[src/rtl/fft_frame_arbiter_if.sv]
`default_nettype none
// ============================================================================
// Module   : fft_frame_arbiter_if
// Purpose  : Bundle of the frame-source, FFT-pipeline and output-stream
//            signals of fft_frame_arbiter.
// Modports : slave  - arbiter view (sources/pipeline return in, grants/
//                     pipeline drive/labelled output stream out)
//            master - environment view (the opposite directions)
// Signals  : req0/req1, src{0,1}_{re,im}      frame sources
//            grant0/grant1                    per-source sample strobe
//            fft_en, fft_re, fft_im           pipeline input
//            fft_en_out, fft_out_re/_im       pipeline output
//            out_valid/_re/_im/_src/_last     labelled output stream
//            busy, err_orphan                 status
// Revision : 1.0 - initial release
// ============================================================================
interface fft_frame_arbiter_if #(
  parameter int WIDTH = 8
);
  logic             req0;
  logic             req1;
  logic [WIDTH-1:0] src0_re;
  logic [WIDTH-1:0] src0_im;
  logic [WIDTH-1:0] src1_re;
  logic [WIDTH-1:0] src1_im;
  logic             grant0;
  logic             grant1;
  logic             fft_en;
  logic [WIDTH-1:0] fft_re;
  logic [WIDTH-1:0] fft_im;
  logic             fft_en_out;
  logic [WIDTH-1:0] fft_out_re;
  logic [WIDTH-1:0] fft_out_im;
  logic             out_valid;
  logic [WIDTH-1:0] out_re;
  logic [WIDTH-1:0] out_im;
  logic             out_src;
  logic             out_last;
  logic             busy;
  logic             err_orphan;

  modport slave (
    input  req0, req1, src0_re, src0_im, src1_re, src1_im,
    input  fft_en_out, fft_out_re, fft_out_im,
    output grant0, grant1, fft_en, fft_re, fft_im,
    output out_valid, out_re, out_im, out_src, out_last, busy, err_orphan
  );

  modport master (
    output req0, req1, src0_re, src0_im, src1_re, src1_im,
    output fft_en_out, fft_out_re, fft_out_im,
    input  grant0, grant1, fft_en, fft_re, fft_im,
    input  out_valid, out_re, out_im, out_src, out_last, busy, err_orphan
  );
endinterface
`default_nettype wire

[src/rtl/fft_frame_arbiter.sv]
`default_nettype none
// ============================================================================
// Module   : fft_frame_arbiter
// Purpose  : Shares one sdf4 FFT pipeline stage between two frame sources.
//            Whole N-sample frames are granted round-robin as contiguous
//            bursts, each launched frame's source ID is queued in a tag
//            FIFO, and the pipeline output is re-labelled with source ID
//            and end-of-frame.
// Ports    : clk    - clock
//            rst_n  - synchronous active-low reset
//            bus    - fft_frame_arbiter_if.slave (sources, pipeline I/O,
//                     labelled output stream, busy, err_orphan)
// Params   : N (power of 2, >= 4), WIDTH, MAX_OUT (power of 2, >= 2),
//            GAP (>= 1)
// Revision : 1.0 - initial release
// ============================================================================
module fft_frame_arbiter #(
  parameter int N       = 64,
  parameter int WIDTH   = 8,
  parameter int MAX_OUT = 4,
  parameter int GAP     = 1
) (
  input  wire logic          clk,
  input  wire logic          rst_n,
  fft_frame_arbiter_if.slave bus
);

  localparam int CW = $clog2(N);
  localparam int GW = $clog2(GAP + 1);
  localparam int AW = $clog2(MAX_OUT);

  typedef enum logic [1:0] {
    S_IDLE = 2'd0,
    S_RUN  = 2'd1,
    S_GAP  = 2'd2
  } state_t;

  // ---------------- frame launch FSM ----------------
  state_t          state_q, state_d;
  logic [CW-1:0]   in_cnt_q, in_cnt_d;
  logic [GW-1:0]   gap_cnt_q, gap_cnt_d;
  logic            grant0_q, grant0_d;
  logic            grant1_q, grant1_d;
  logic            rr_q, rr_d;          // 0: source 0 preferred
  logic            w_win;               // ID of the source that would win now
  logic            w_push;

  // ---------------- tag FIFO ----------------
  logic [MAX_OUT-1:0] tag_q;
  logic [AW-1:0]      wr_ptr_q, rd_ptr_q;
  logic [AW:0]        occ_q;
  logic               w_full, w_empty, w_pop;

  // ---------------- datapath / output ----------------
  logic             fft_en_q;
  logic [WIDTH-1:0] fft_re_q, fft_im_q;
  logic             out_valid_q;
  logic [WIDTH-1:0] out_re_q, out_im_q;
  logic [CW-1:0]    out_cnt_q;
  logic             err_q;
  logic             w_out_last;

  // Grant decision deliberately uses registered occupancy: a pop in the
  // same cycle does not unblock a launch until the next cycle.
  assign w_full  = (occ_q == (AW+1)'(MAX_OUT));
  assign w_empty = (occ_q == '0);

  always_comb begin
    state_d   = state_q;
    in_cnt_d  = in_cnt_q;
    gap_cnt_d = gap_cnt_q;
    grant0_d  = grant0_q;
    grant1_d  = grant1_q;
    rr_d      = rr_q;
    w_push    = 1'b0;
    w_win     = (bus.req0 && bus.req1) ? rr_q : bus.req1;
    case (state_q)
      S_IDLE: begin
        if ((bus.req0 || bus.req1) && !w_full) begin
          state_d  = S_RUN;
          in_cnt_d = '0;
          grant0_d = ~w_win;
          grant1_d = w_win;
          rr_d     = ~w_win;
          w_push   = 1'b1;
        end
      end
      S_RUN: begin
        if (in_cnt_q == CW'(N - 1)) begin
          grant0_d  = 1'b0;
          grant1_d  = 1'b0;
          gap_cnt_d = '0;
          state_d   = S_GAP;
        end else begin
          in_cnt_d = in_cnt_q + 1'b1;
        end
      end
      S_GAP: begin
        if (gap_cnt_q == GW'(GAP - 1)) state_d = S_IDLE;
        else                           gap_cnt_d = gap_cnt_q + 1'b1;
      end
      default: state_d = S_IDLE;
    endcase
  end

  always_ff @(posedge clk) begin
    if (!rst_n) begin
      state_q   <= S_IDLE;
      in_cnt_q  <= '0;
      gap_cnt_q <= '0;
      grant0_q  <= 1'b0;
      grant1_q  <= 1'b0;
      rr_q      <= 1'b0;
    end else begin
      state_q   <= state_d;
      in_cnt_q  <= in_cnt_d;
      gap_cnt_q <= gap_cnt_d;
      grant0_q  <= grant0_d;
      grant1_q  <= grant1_d;
      rr_q      <= rr_d;
    end
  end

  // Pop on the last output sample; an orphan frame has nothing to pop.
  assign w_out_last = out_valid_q && (out_cnt_q == CW'(N - 1));
  assign w_pop      = w_out_last && !w_empty;

  always_ff @(posedge clk) begin
    if (!rst_n) begin
      tag_q    <= '0;
      wr_ptr_q <= '0;
      rd_ptr_q <= '0;
      occ_q    <= '0;
    end else begin
      if (w_push) begin
        tag_q[wr_ptr_q] <= w_win;
        wr_ptr_q        <= wr_ptr_q + 1'b1;
      end
      if (w_pop) rd_ptr_q <= rd_ptr_q + 1'b1;
      case ({w_push, w_pop})
        2'b10:   occ_q <= occ_q + 1'b1;
        2'b01:   occ_q <= occ_q - 1'b1;
        default: occ_q <= occ_q;
      endcase
    end
  end

  always_ff @(posedge clk) begin
    if (!rst_n) begin
      fft_en_q    <= 1'b0;
      fft_re_q    <= '0;
      fft_im_q    <= '0;
      out_valid_q <= 1'b0;
      out_re_q    <= '0;
      out_im_q    <= '0;
      out_cnt_q   <= '0;
      err_q       <= 1'b0;
    end else begin
      fft_en_q    <= grant0_q | grant1_q;
      fft_re_q    <= grant0_q ? bus.src0_re : (grant1_q ? bus.src1_re : '0);
      fft_im_q    <= grant0_q ? bus.src0_im : (grant1_q ? bus.src1_im : '0);
      out_valid_q <= bus.fft_en_out;
      out_re_q    <= bus.fft_out_re;
      out_im_q    <= bus.fft_out_im;
      if (out_valid_q) out_cnt_q <= out_cnt_q + 1'b1;
      if (bus.fft_en_out && w_empty) err_q <= 1'b1;
    end
  end

  assign bus.grant0     = grant0_q;
  assign bus.grant1     = grant1_q;
  assign bus.fft_en     = fft_en_q;
  assign bus.fft_re     = fft_re_q;
  assign bus.fft_im     = fft_im_q;
  assign bus.out_valid  = out_valid_q;
  assign bus.out_re     = out_re_q;
  assign bus.out_im     = out_im_q;
  assign bus.out_last   = w_out_last;
  assign bus.out_src    = (out_valid_q && !w_empty) ? tag_q[rd_ptr_q] : 1'b0;
  assign bus.busy       = (state_q != S_IDLE) || !w_empty;
  assign bus.err_orphan = err_q;

endmodule
`default_nettype wire

[src/flat_wrapper.sv]
// flat-port wrapper written by rule: the top's interface ports become plain ports
module fft_frame_arbiter_flat 
#(
  parameter int N       = 64,
  parameter int WIDTH   = 8,
  parameter int MAX_OUT = 4,
  parameter int GAP     = 1
)
  (clk, rst_n, bus_req0, bus_req1, bus_src0_re, bus_src0_im, bus_src1_re, bus_src1_im, bus_fft_en_out, bus_fft_out_re, bus_fft_out_im, bus_grant0, bus_grant1, bus_fft_en, bus_fft_re, bus_fft_im, bus_out_valid, bus_out_re, bus_out_im, bus_out_src, bus_out_last, bus_busy, bus_err_orphan);
  fft_frame_arbiter_if #(.WIDTH(WIDTH)) bus_i ();
  input  wire logic clk;
  input  wire logic rst_n;
  input wire logic [$bits(bus_i.req0)-1:0] bus_req0;
  input wire logic [$bits(bus_i.req1)-1:0] bus_req1;
  input wire logic [$bits(bus_i.src0_re)-1:0] bus_src0_re;
  input wire logic [$bits(bus_i.src0_im)-1:0] bus_src0_im;
  input wire logic [$bits(bus_i.src1_re)-1:0] bus_src1_re;
  input wire logic [$bits(bus_i.src1_im)-1:0] bus_src1_im;
  input wire logic [$bits(bus_i.fft_en_out)-1:0] bus_fft_en_out;
  input wire logic [$bits(bus_i.fft_out_re)-1:0] bus_fft_out_re;
  input wire logic [$bits(bus_i.fft_out_im)-1:0] bus_fft_out_im;
  output wire logic [$bits(bus_i.grant0)-1:0] bus_grant0;
  output wire logic [$bits(bus_i.grant1)-1:0] bus_grant1;
  output wire logic [$bits(bus_i.fft_en)-1:0] bus_fft_en;
  output wire logic [$bits(bus_i.fft_re)-1:0] bus_fft_re;
  output wire logic [$bits(bus_i.fft_im)-1:0] bus_fft_im;
  output wire logic [$bits(bus_i.out_valid)-1:0] bus_out_valid;
  output wire logic [$bits(bus_i.out_re)-1:0] bus_out_re;
  output wire logic [$bits(bus_i.out_im)-1:0] bus_out_im;
  output wire logic [$bits(bus_i.out_src)-1:0] bus_out_src;
  output wire logic [$bits(bus_i.out_last)-1:0] bus_out_last;
  output wire logic [$bits(bus_i.busy)-1:0] bus_busy;
  output wire logic [$bits(bus_i.err_orphan)-1:0] bus_err_orphan;
  assign bus_i.req0 = bus_req0;
  assign bus_i.req1 = bus_req1;
  assign bus_i.src0_re = bus_src0_re;
  assign bus_i.src0_im = bus_src0_im;
  assign bus_i.src1_re = bus_src1_re;
  assign bus_i.src1_im = bus_src1_im;
  assign bus_i.fft_en_out = bus_fft_en_out;
  assign bus_i.fft_out_re = bus_fft_out_re;
  assign bus_i.fft_out_im = bus_fft_out_im;
  assign bus_grant0 = bus_i.grant0;
  assign bus_grant1 = bus_i.grant1;
  assign bus_fft_en = bus_i.fft_en;
  assign bus_fft_re = bus_i.fft_re;
  assign bus_fft_im = bus_i.fft_im;
  assign bus_out_valid = bus_i.out_valid;
  assign bus_out_re = bus_i.out_re;
  assign bus_out_im = bus_i.out_im;
  assign bus_out_src = bus_i.out_src;
  assign bus_out_last = bus_i.out_last;
  assign bus_busy = bus_i.busy;
  assign bus_err_orphan = bus_i.err_orphan;
  fft_frame_arbiter #(.N(N), .WIDTH(WIDTH), .MAX_OUT(MAX_OUT), .GAP(GAP)) u_core (.clk(clk), .rst_n(rst_n), .bus(bus_i));
endmodule
[config.mk]
export PLATFORM = sky130hd
export DESIGN_NAME = fft_frame_arbiter_flat
export DESIGN_NICKNAME = d
export VERILOG_FILES = /design/src/rtl/fft_frame_arbiter_if.sv /design/src/rtl/fft_frame_arbiter.sv /design/src/flat_wrapper.sv
export SDC_FILE = /design/constraint.sdc
export NUM_CORES = 1
export LEC_CHECK = 0
export BUFFER_PORTS_ARGS = -buffer_cell sky130_fd_sc_hd__buf_2
export CORE_MARGIN = 1
export CORE_UTILIZATION = 40
export DETAILED_ROUTE_END_ITERATION = 7
export PLACE_DENSITY = 0.65
export SLEW_MARGIN = 20
export SYNTH_ARGS = -nofsm -noshare
export SYNTH_HDL_FRONTEND = slang
export SYNTH_SLANG_ARGS = --single-unit
[constraint.sdc]
create_clock -name clk -period 3.5 [get_ports clk]
set_clock_uncertainty 0.2 [all_clocks]
set_input_delay 0.175 -clock clk [delete_from_list [all_inputs] [get_ports clk]]
set_output_delay 0.175 -clock clk [all_outputs]
set_load 0.01 [all_outputs]
==> impl_results.md, run 1 <==
* Synth Area per Inst at 9.660 µm²
* RSZ-0062 raised after global routing: false
* Initial Util at 0.4229
* WHS at 0.08528 ns
* Post-DR wirelength/cell at 12.39 µm
* Num Clock Sinks at 63
* CP arrival at 2.79 ns
* Status: finished clean
* Fin crit share at 0.7748
* TritonCTS Buffers at 9
* First-pass GRT wire length at 9287 µm
* Post-synth EDFFs at 0
* Worst Setup End Kind: flop
* Vias in the first global route at 2171
* Final GP Congestion at 0.7835
* HPWL after DPL at 3478 µm
* Diode count at 0
* Fraction of layout cells with a size suffix above 1 at 0.2952
* Clock-pin slew on the worst setup and hold paths at 0.07 ns
* Area after DPL at 2890 µm²
* Max-cap violations at 0
* Area contributors post-synth: dfxtp_1 (53%), nor2_1 (5.5%), a22oi_1 (5.0%)
* Largest net degree at the start of global routing at 34
* Worst-path maximum fanout at 3
* Worst slew pin tran at 0.7339 ns
* Post-synth ARST share at 0
* Most instantiated library cell after synthesis: dfxtp_1
* Area of the die at 6278 µm²
* I/O Pins at 93
* Startpoint types: flop
* Drt total wl at 5763 µm
* Chip width at 79.24 µm
* Row count at 27
* Grt total ovfl at 0
* Synth Instances at 247
* Clock Latency Late Sink at 0.34 ns
* Pwr Density at 463.0 nW/µm²
* Most used DFF post-synth: dfxtp_1
* NumNets Final at 449
* Critical Path, Cell by Cell: ha_1 -> nand3_1 -> nor3_1 -> ha_1 -> inv_1 -> fa_1 -> xor2_1 -> or3_1 -> a21oi_1
* CTS max path bufs at 2
* Library cells used by synthesis at 39
* DRC at 0
* Final Max Slew Viols at 0
* DRT antenna net count at 0
* Vias/cell at 4.763
* GRT Total Usage at 0.1950
* # H-tree levels at 3
* Synth cell count leaders: dfxtp_1 (63), nor2_1 (35), nand2_1 (20), and2_1 (18), a22oi_1 (16)
* Worst VDD drop at 0.3297 mV
* Synth top area share at 0.5286
* Vias at 2215
* FMAX at 368.8 MHz
* Setup Fix Bufs, Post-CTS at 0
* Worst slew margin at 0.5101
* P_leak at 1.601 nW
* Fin crit period at 2.712 ns
* Critical path type: flop to flop
* Yosys synthesis warning count at 0
* Root Buffer Master: clkbuf_8
* TNS Setup at 0 ns
* Min-Delay Path Class: input pin to flop
* Syn Nets at 308
* Gates resized, CTS repair at 0
* Initial antenna violation count at 0
* Top cell by count, worst path: ha_1
* Die H at 79.24 µm
* WP data required at 3.57 ns
* Drt first pass iters at 4
* Slowest CP cell: fa_1
* Final Instance Area at 3578 µm²
* Syn-to-layout area delta at 49.97%
* Seq cells post-synth at 63
* Fin util at 0.6343
* CORE AREA at 5642 µm²
* Sequential area share after synthesis at 0.5286
* Crit-path leading delay family: adder cells
* DRT iter0 DRCs at 64
* CTS Hold Bufs at 49
* Final Hold Viols at 0
* PortBufs at 92
* Buf/Inv on CP at 1
* CP max stage delay at 0.43 ns
* Cell Area, Synth at 2386 µm²
* CTS tree: yes
* Post-synth top area cell: dfxtp_1
* # setup viols final at 0
## cell type report
| type | count | area, µm² |
|---|---|---|
| timing repair buffer | 142 | 958.4 |
| clock inverter | 7 | 71.32 |
| inverter | 8 | 30.03 |
| clock buffer | 9 | 123.9 |
| multi-input combinational | 164 | 1044 |
| tap | 72 | 90.09 |
| sequential | 63 | 1261 |
| fill | 459 | 2063 |
## per-layer routing
metal  vias to the layer above  wire length (µm)  global-route usage
met5                         -                 0                   0
met4                         0                82             0.08182
met3                         7               242             0.06897
met2                        49              3103              0.3776
met1                      1036              2334              0.1818
li1                       1123                 -                   -
## metrics by stage
| step | cells | power [mW] | worst slack [ns] |
|---|---|---|---|
| 6_report | 465 | 1.657 | 0.7883 |
| 5_1_grt | 465 | 1.743 | 0.5544 |
| 4_1_cts | 465 | 1.672 | 0.7705 |
| 3_5_place_dp | 400 | 1.001 | 0.7906 |
| 3_3_place_gp | 400 | 0.9970 | 0.9064 |
| 2_1_floorplan | 247 | 0.9223 | 1.029 |
## cells by family after synthesis
family / share of synthesized area
XOR/XNOR: 0.03303
AO/OA/AOI/OAI: 0.1211
multiplexers: 0.03461
AND/OR/NAND/NOR: 0.2024
flip-flops: 0.5286
buffers and inverters: 0.03513
adder cells (fa/ha/maj): 0.04510
## report_power, final
group,leakage (nW),total (mW),internal [mW],switching (mW)
clock network,0.103,0.615,0.329,0.286
registers,0.517,0.787,0.758,0.0296
logic,0.981,0.255,0.138,0.117
## sequential cells by signal, indices dropped and copies added, names as in the netlist, 3 cells and up
register / count
u_core.bus.fft_im: 8
u_core.in_cnt_q: 6
u_core.bus.out_re: 8
u_core.tag_q: 4
u_core.out_cnt_q: 6
u_core.bus.out_im: 8
u_core.bus.fft_re: 8
u_core.occ_q: 3
## worst min-delay path, stage by stage
cell and delay, ns:
buf_2 0.08, a21boi_0 0.16, o31ai_2 0.17
## layout by cell type (no fill, tap or decap), types with 2 or more instances in the layout
master	instances
a21oi_1	7
a22oi_1	16
a31oi_1	2
and2_1	18
and3_1	3
buf_2	92
clkbuf_8	9
clkinv_2	3
clkinv_4	2
dfxtp_1	63
dlygate4sd3_1	49
ha_1	7
inv_1	6
mux2i_1	6
nand2_1	20
nand2b_1	2
nand3_1	7
nand4_1	3
nor2_1	35
nor3_1	3
o21ai_0	7
or3_1	3
xnor2_1	4
xor2_1	5
## final timing paths
kind,startpoint,end,slack [ns],cells past startpoint
setup / recovery,u_core.out_cnt_q[0]$_SDFFE_PN0P_,u_core.occ_q[2]$_SDFFE_PN0P_,0.79,9
setup reg to reg,u_core.out_cnt_q[0]$_SDFFE_PN0P_,u_core.occ_q[2]$_SDFFE_PN0P_,0.79,9
hold reg to reg,u_core.tag_q[0]$_SDFFE_PN0P_,u_core.tag_q[0]$_SDFFE_PN0P_,0.26,2
hold / removal,bus_req0,u_core.bus.grant0$_SDFFE_PN0P_,0.09,3
(Power assumes the default switching activity.)
==> run 2: changes to the inputs <==
--- a/config.mk
+++ b/config.mk
@@ -5,11 +5,12 @@
 export SDC_FILE = /design/constraint.sdc
 export NUM_CORES = 1
 export LEC_CHECK = 0
+export ABC_AREA = 1
 export BUFFER_PORTS_ARGS = -buffer_cell sky130_fd_sc_hd__buf_2
 export CORE_MARGIN = 1
 export CORE_UTILIZATION = 40
 export DETAILED_ROUTE_END_ITERATION = 7
-export PLACE_DENSITY = 0.65
+export PLACE_DENSITY = 0.64
 export SLEW_MARGIN = 20
 export SYNTH_ARGS = -nofsm -noshare
 export SYNTH_HDL_FRONTEND = slang
==> constraint.sdc (replaced) <==
create_clock -name clk -period 2.5 [get_ports clk]
set_clock_uncertainty 0.2 [all_clocks]
set_input_delay 0.125 -clock clk [delete_from_list [all_inputs] [get_ports clk]]
set_output_delay 0.125 -clock clk [all_outputs]
set_load 0.01 [all_outputs]
==> run 2 against run 1 <==
Non-clock buffer count rose by 8. Flip-flop and latch count did not move. First-iteration DRC count did not move. Final cell count rose by 18%. Synthesized area rose by 7.0%. Sequential share of layout area fell by 2.0 points. Via count rose by 12%. Clock power rose by 38%. Synthesized cell count rose by 29%. Largest cell class unchanged. Highest routed layer unchanged.
==> impl_results.md, run 2 <==
* Post-synth top area cell: dfxtp_1
* Synth Area in Simple Gates at 0.2376
* Most instantiated library cell after synthesis: nand2_1
* Library cells used by synthesis at 31
* Drt total wl at 5829 µm
* I/O Pins at 93
* WHS at 0.02487 ns
* Final GP Congestion at 0.8183
* Most common cell after layout, fill and taps aside: buf_2
* TNS Setup at 0 ns
* Reg-to-reg critical path endpoint: u_core.occ_q[2]$_SDFFE_PN0P_
* Final Instance Area at 3802 µm²
* Vias in the first global route at 2226
* Vias at 2480
* Vias/cell at 4.517
* CTS max path bufs at 2
* Worst-path maximum fanout at 3
* Num Clock Sinks at 63
* Area of the die at 6708 µm²
* Status: finished clean
* Initial Util at 0.4238
* Sequential area share after synthesis at 0.4939
* Largest family of logic cells by synthesized area: simple AND/OR/NAND/NOR gates
* Diode count at 0
* Synth Instances at 319
* Chip width at 81.90 µm
* Area contributors post-synth: dfxtp_1 (49%), nand2_1 (13%), a21oi_1 (6.3%)
* Most used DFF post-synth: dfxtp_1
* Root Buffer Master: clkbuf_8
* Post-DR wirelength/cell at 10.62 µm
* Max-cap violations at 0
* Setup ws final at 0.1637 ns
* Reg2reg start: u_core.out_cnt_q[0]$_SDFFE_PN0P_
* CORE AREA at 6026 µm²
* DRT iter0 DRCs at 64
* # fillers at 522
* Pre-CTS WS at 0.08011 ns
* DRT antenna net count at 0
* Cell Area, Synth at 2554 µm²
* Grt total ovfl at 0
* Most frequent cells in the layout: buf_2 (92), nand2_1 (88), dfxtp_1 (61)
* First-pass GRT wire length at 9108 µm
* Final Hold Viols at 0
* Critical path type: flop to flop
* P_leak at 1.893 nW
* Seq cells post-synth at 63
* CP arrival at 2.36 ns
* TritonCTS Buffers at 9
* Final Max Slew Viols at 0
* Multi-input logic area at 1071 µm²
* # setup viols final at 0
* Fin util at 0.6310
* Worst slew margin at 0.4856
* NumNets Final at 530
* Area share of xor/xnor cells in the synthesized design at 0.003430
* Flop2flop setup slack at 0.16 ns
* Adder-Cell Fraction of Synth Area at 0.04214
* Synth Area per Inst at 8.005 µm²
* Die H at 81.90 µm
* Mux contribution to synthesized area at 0
* Initial antenna violation count at 0
* RSZ-0062 raised after global routing: false
* Post-synth EDFFs at 0
* # H-tree levels at 3
* HPWL after DPL at 3578 µm
* Fin crit period at 2.336 ns
* Storage element area at 1264 µm²
* Synth cell count leaders: nand2_1 (88), dfxtp_1 (63), inv_1 (38), a21oi_1 (32), nor2_1 (19)
* Worst slew pin tran at 0.7708 ns
* Worst Setup End Kind: flop
* Clock-pin slew on the worst setup and hold paths at 0.07 ns
* FMAX at 428.0 MHz
* Compound-Gate Fraction of Synth Area at 0.1342
* PortBufs at 92
* Critical Path Source: u_core.out_cnt_q[0]$_SDFFE_PN0P_
* Fin crit share at 0.9345
* Pwr Density at 622.7 nW/µm²
* Startpoint types: flop
* Post-synth ARST share at 0
* Syn Nets at 380
* Synth top area share at 0.4939
* GRT Total Usage at 0.1785
* WP data required at 2.52 ns
* Worst setup path end: u_core.occ_q[2]$_SDFFE_PN0P_
* Area after DPL at 3092 µm²
* Drt first pass iters at 4
* CTS tree: yes
* Worst VDD drop at 0.3196 mV
* Min-Delay Path Class: input pin to flop
* Syn-to-layout area delta at 48.90%
* DRC at 0
* Row count at 28
* Yosys synthesis warning count at 0
* Largest net degree at the start of global routing at 32
* Fraction of layout cells with a size suffix above 1 at 0.3122
* FF-to-FF path depth at 14
* Clock Latency Late Sink at 0.33 ns
## run 2: cell types whose count changed in the layout (fill, tap and decap cells not counted), sizes merged, moves of 12 or more
| cell | previous run | this run |
|---|---|---|
| a21oi | 7 | 41 |
| a22oi | 16 | 0 |
| and2 | 18 | 0 |
| inv | 8 | 41 |
| nand2 | 20 | 96 |
| nor2 | 36 | 24 |
## run 2: cell type report
cell class / count / area share
Sequential cell: 63 / 0.3323
Multi-Input combinational cell: 203 / 0.2817
Timing Repair Buffer: 150 / 0.2679
Inverter: 42 / 0.04344
Clock buffer: 12 / 0.03817
Tap cell: 75 / 0.02468
Clock inverter: 4 / 0.01185
## run 2: timing repair
action	in CTS	in global routing
hold buffers	49	0
endpoints found under the setup margin	0	1
resized for setup	0	6
endpoints found under the hold margin	34	0
setup buffers	0	3
## run 2: per-stage QoR
step | total power, mW | cells
after floorplan | 1.355 | 319
after global placement | 1.472 | 481
after detailed placement | 1.476 | 481
after CTS | 2.398 | 546
after global routing | 2.507 | 549
final | 2.368 | 549
## run 2: kinds of logic (layout without fill, tap and decap cells)
| kind of cell | count (synthesis) | count (layout) |
|---|---|---|
| XOR/XNOR | 1 | 1 |
| buffers and inverters | 53 | 208 |
| AO/OA/AOI/OAI | 58 | 58 |
| AND/OR/NAND/NOR | 136 | 136 |
| flip-flops | 63 | 63 |
| adder cells (fa/ha/maj) | 8 | 8 |
## run 2: worst min-delay path by stage
stage | startpoint | endpoint | slack (ns) | cells past startpoint
after CTS | bus_req1 | u_core.bus.grant0$_SDFFE_PN0P_ | 0.0004 | 4
after global placement | bus_fft_out_re[3] | u_core.bus.out_re[3]$_SDFF_PN0_ | 0.10 | 3
after global routing | bus_req1 | u_core.bus.grant0$_SDFFE_PN0P_ | 0.04 | 4
after floorplan | bus_fft_out_im[0] | u_core.bus.out_im[0]$_SDFF_PN0_ | 0.02 | 2
after detailed placement | bus_fft_out_im[3] | u_core.bus.out_im[3]$_SDFF_PN0_ | 0.11 | 3
final | bus_req1 | u_core.bus.grant0$_SDFFE_PN0P_ | 0.02 | 4
## run 2: power breakdown
part,switching (mW),internal (mW)
clock,0.366,0.483
sequential,0.0317,1.07
combinational,0.224,0.197
total,0.621,1.75
## run 2: routing by layer
metal	part of all wire	routed length, µm	GRT usage	vias to the layer above
met1	0.46	2655	0.1969	1089
li1	-	-	-	1298
met4	0.016	95	0.09649	0
met5	0	0	0	-
met3	0.072	418	0.04667	9
met2	0.46	2661	0.3107	84
## run 2: worst max-delay path: stages, from the launching register on
cell and delay, ns:
dfxtp_2 0.34, ha_2 0.17, nand3_1 0.08, inv_2 0.07
nand2_2 0.07, nor2_4 0.13, nand2_2 0.07, inv_1 0.06
ha_1 0.13, inv_1 0.07, fa_2 0.39, a21oi_1 0.15
o21ai_1 0.10, o21ai_1 0.14, a21oi_1 0.05
